`config.mk`:
```
export PLATFORM = sky130hd
export DESIGN_NAME = resp_check_timer
export DESIGN_NICKNAME = d
export VERILOG_FILES = /design/src/rtl/resp_check_timer.sv
export SDC_FILE = /design/constraint.sdc
export NUM_CORES = 1
export LEC_CHECK = 0
export ABC_CLOCK_PERIOD_IN_PS = 1830
export CORE_AREA = 2 2 39 41
export CTS_BUF_LIST = sky130_fd_sc_hd__clkbuf_4 sky130_fd_sc_hd__clkbuf_8 sky130_fd_sc_hd__clkbuf_16
export CTS_CLUSTER_SIZE = 8
export DETAILED_ROUTE_END_ITERATION = 10
export DIE_AREA = 0 0 41 43
export SYNTH_ARGS = -nofsm -noshare
export SYNTH_HDL_FRONTEND = slang
export SYNTH_SLANG_ARGS = --single-unit
```
`constraint.sdc`:
```
create_clock -name clk -period 1.83 [get_ports clk]
set_clock_uncertainty 0.15 [all_clocks]
set_input_delay 0.4575 -clock clk [delete_from_list [all_inputs] [get_ports clk]]
set_output_delay 0.4575 -clock clk [all_outputs]
set_load 0.01 [all_outputs]
```
`src/rtl/resp_check_timer.sv`:
```
// Idle-cycle counter: counts enabled cycles since the last clear, flags LIMIT idle cycles.
module resp_check_timer #(
  parameter int LIMIT = 16
) (
  input  logic clk,
  input  logic rst_n,
  input  logic clr_i,
  input  logic en_i,
  output logic expire_o
);

  localparam int CW = ($clog2(LIMIT) < 1) ? 1 : $clog2(LIMIT);

  logic [CW-1:0] cnt_q, cnt_d;

  assign expire_o = en_i && !clr_i && (cnt_q == CW'(LIMIT - 1));

  // Hold at the limit once expired; the owner leaves RUN on that edge.
  always_comb begin
    cnt_d = cnt_q;
    if (clr_i) begin
      cnt_d = '0;
    end else if (en_i && !expire_o) begin
      cnt_d = cnt_q + CW'(1);
    end
  end

  always_ff @(posedge clk or negedge rst_n) begin
    if (!rst_n) begin
      cnt_q <= '0;
    end else begin
      cnt_q <= cnt_d;
    end
  end

endmodule

```
* Word-level counts from Yosys, hierarchy flattened *
Index checks and enable logic that the tools add are counted.

operators by class
  add/subtract/negate cells = 1
  equality and inequality tests = 1
  muxes and demuxes = 2
  reduce and logical (&&, ||, !) cells = 6

operator list
  kind                                                           number
  4-bit two-way mux                                              2
  4-bit by 1-bit adder with 4-bit output, second input constant  1
  4-bit equality test, second input constant                     1
  1-bit logical AND                                              3
  1-bit zero test                                                2
  2-bit nonzero test                                             1

storage, ports and cells
  flip-flop bits (word level) = 4
  input port bits = 4
  output and inout port bits = 1
  logic and storage cells = 11

* Longest topological paths before layout *
  depth after elaboration = 7
  mapped depth = 3
  mapped depth without buffers = 3

* Least setup slack after synthesis *
No wires, ideal clock.

  path kind = register -> output
  from = reg cnt_q[0]
  to = out expire_o
  arrival time = 0.892 ns
  data required time = 1.222 ns
  slack = 0.330 ns
  stages on the path, launching flop included = 4
  buffers on the path = 0
  path through = dfrtp_1 ha_1 nand4_1 nor2_1

between the ends
  cells in the longest elaborated chain, start to end = 2

RTL lines
  item                    line  text
  from (decl)             14    logic [CW-1:0] cnt_q, cnt_d;
  from (signal assigned)  32    cnt_q <= cnt_d;
  4-bit equality test     16    assign expire_o = en_i && !clr_i && (cnt_q == CW'(LIMIT - 1));
  1-bit logical AND       16
  to (decl)               9     output logic expire_o

No other way between the ends.

* Final worst setup path *
  from = in clr_i
  to = out expire_o

between the ends
  cells in the longest elaborated chain, start to end = 3

RTL lines
  item                             line  text
  from (decl)                      7     input logic clr_i,
  1-bit zero test                  16
  1-bit logical AND (2 in series)  16

No other way between the ends.

==> reports/metrics.cfg <==
[status]
status=complete, no violations

[synth]
syn_nets=27
ys_warn_count=0
synth-main-ff-cell=dfrtp_1
synth_edf_count=0
synth_area_per_cell_um2=10.8
synth-seq-area-share=0.421
synth_common_cells=dfrtp_1 (4), nand2b_1 (2), nand4_1 (2), nor2_1 (2), nor3_1 (2)
synth_cell_type_count=15
synthArstFlopShare=1.00
synth.area.top_cells=dfrtp_1 (42%), a31oi_4 (8.9%), mux2_4 (6.3%)
synth-seq-cells=4
synth_xor_area_frac=0
synth-simple-area-share=0.247
synth_mux_area_frac=0.105
netlist_instances=22
synth_top_cell_by_area=dfrtp_1
synth_top_family_by_area=simple AND/OR/NAND/NOR gates
netlist.area_leader.share=0.421
synthAdderAreaFrac=0.0526
syn_area_um2=238
synth_most_common_cell=dfrtp_1
synth_compound_area_frac=0.142

[detailed_routing]
drtAntennaViolNets=0
highest_layer=met3
drt_iter0_drc=3
first_pass_iters=4
drc=0
wl_per_cell_um=8.77
wl_um=456
avgViaCountPerCell=3.87
wl_met3_um=34
m1WireLength_um=237
vias=201
wl_met2_um=184

[final_layout]
design_area_um2=367
largest_register_ffs=4
largest-register=cnt_q
reg.largest.list=cnt_q: 4 flops
finalNetCount=43
diodes=0
area_growth_pct=54.2
layout-drive-gt1-share=0.389

[worst_setup_path]
cp-start-kind=input port
path_class=input port to output port
worstPathMaxFanout=2
cp-end-kind=output port
critPathRequiredTime_ns=1.22
cp.arrival_ns=1.10

[die]
fp.dieW_um=41
ioPinCount=5
coreArea_mm2=0.00138
die_height_um=43
initial_core_util=0.172
rows=14
die_area_mm2=0.00176

[clock_network]
clk_pin_slew_ns=0.04
cts_tree=yes
postCtsResizedCells=5
post_cts_buffers=0
clock_latency_ns=0.23
cts_buffers=3
clkSinkCount=4
cts.path.max_buffers=2
htreeDepth=1
cts-root-buf=clkbuf_4
ctsHoldBuffers=0

[power]
leakage_nw=0.172
ir_drop_v=0.000260
internal_power_mw=0.191
p_seq_frac=0.396
p_switching_mw=0.0502
clockPowerShare=0.435
switching_share=0.208
power_density_mw_per_mm2=658
comb_power_share=0.168

[timing]
holdWs_ns=0.276
fin_crit_sh=0.936
worst_slew_pin_slew_ns=0.196
hold_viol_final=0
max_freq_mhz=584
fin_crit_ns=1.71
setup_viol=0
slew_viol_final=0
setup_slack_ns=0.118
setup_tns_ns=0
slew_headroom=0.868
rsz0062_at_grt=false

[grt]
grt_start_max_net_pins=7
grt_pass1_wl_um=586
overflow=0
grt_pass1_vias=154
grt_usage=0.0585
antenna_found_initial=0

[placed_design]
place_area_um2=350
place_congestion=0.638
hpwl_um=367
post-place-ws_ns=-0.455
io_buffers=4

[worst_hold_path]
min-delay-path-class=input port to async pin

[run]
maxCapViolations=0

-- through the flow --
step	utilization	total power, mW	instances
CTS	0.265	0.248	52
floorplan	-	0.113	22
global placement	0.253	0.138	49
finish	0.265	0.241	52
detailed placement	0.253	0.139	49
global route	0.265	0.260	52
-- power groups by stage --
stage / logic, mW / clock network (mW) / registers, mW
2_1_floorplan: 0.0155 / 0 / 0.0976
6_report: 0.0406 / 0.105 / 0.0956
3_5_place_dp: 0.0419 / 0 / 0.0968
3_3_place_gp: 0.0412 / 0 / 0.0965
5_1_grt: 0.0445 / 0.119 / 0.0962
4_1_cts: 0.0413 / 0.111 / 0.0957
-- logic make-up after synthesis --
kind of cell,count (synthesis)
AO/OA/AOI/OAI,3
flip-flops,4
multiplexers,2
adder cells (fa/ha/maj),1
buffers and inverters,2
AND/OR/NAND/NOR,10
-- cell usage in the layout, fill, tap and decap left out --
| cell | instances |
|---|---|
| clkdlybuf4s50_1 | 2 |
| nand2b_1 | 2 |
| nand4_1 | 2 |
| clkbuf_4 | 3 |
| inv_1 | 1 |
| dlygate4sd2_1 | 1 |
| mux2_4 | 1 |
| buf_2 | 1 |
| nor3_1 | 2 |
| inv_2 | 1 |
| and4b_1 | 1 |
| dfrtp_1 | 4 |
| a21oi_1 | 1 |
| a211oi_1 | 1 |
| a31oi_4 | 1 |
| nor2b_1 | 1 |
| nor2_1 | 2 |
| ha_1 | 1 |
| buf_4 | 7 |
| mux2i_1 | 1 |
-- final timing paths --
check | from | end | slack, ns | cells after the start
max | clr_i | expire_o | 0.12 | 3
min | rst_n | cnt_q[2] | 0.28 | 1
max reg2reg | cnt_q[0] | cnt_q[0] | 0.31 | 4
min reg2reg | cnt_q[3] | cnt_q[3] | 0.47 | 2
max in group asynchronous | rst_n | cnt_q[1] | 1.10 | 1
min in group clk | cnt_q[3] | cnt_q[3] | 0.47 | 2
-- cell type report --
type	instances	area, um2
fillers	148	1020
repair buffers	11	86.3
multi-input cells	16	130
flip-flops and latches	4	100
well taps	16	20.0
inverters	2	7.51
clock buffers	3	22.5
-- worst max-delay path: stages --
cell             delay [ns]
clkdlybuf4s50_1        0.48
nor2_1                 0.04
buf_2                  0.13
-- per-layer routing --
metal,vias up,track usage
li1,110,-
met1,83,0.0752
met2,8,0.0531
met3,0,0.0314
met4,0,0.0800
met5,-,0
(Power assumes the default switching activity.)
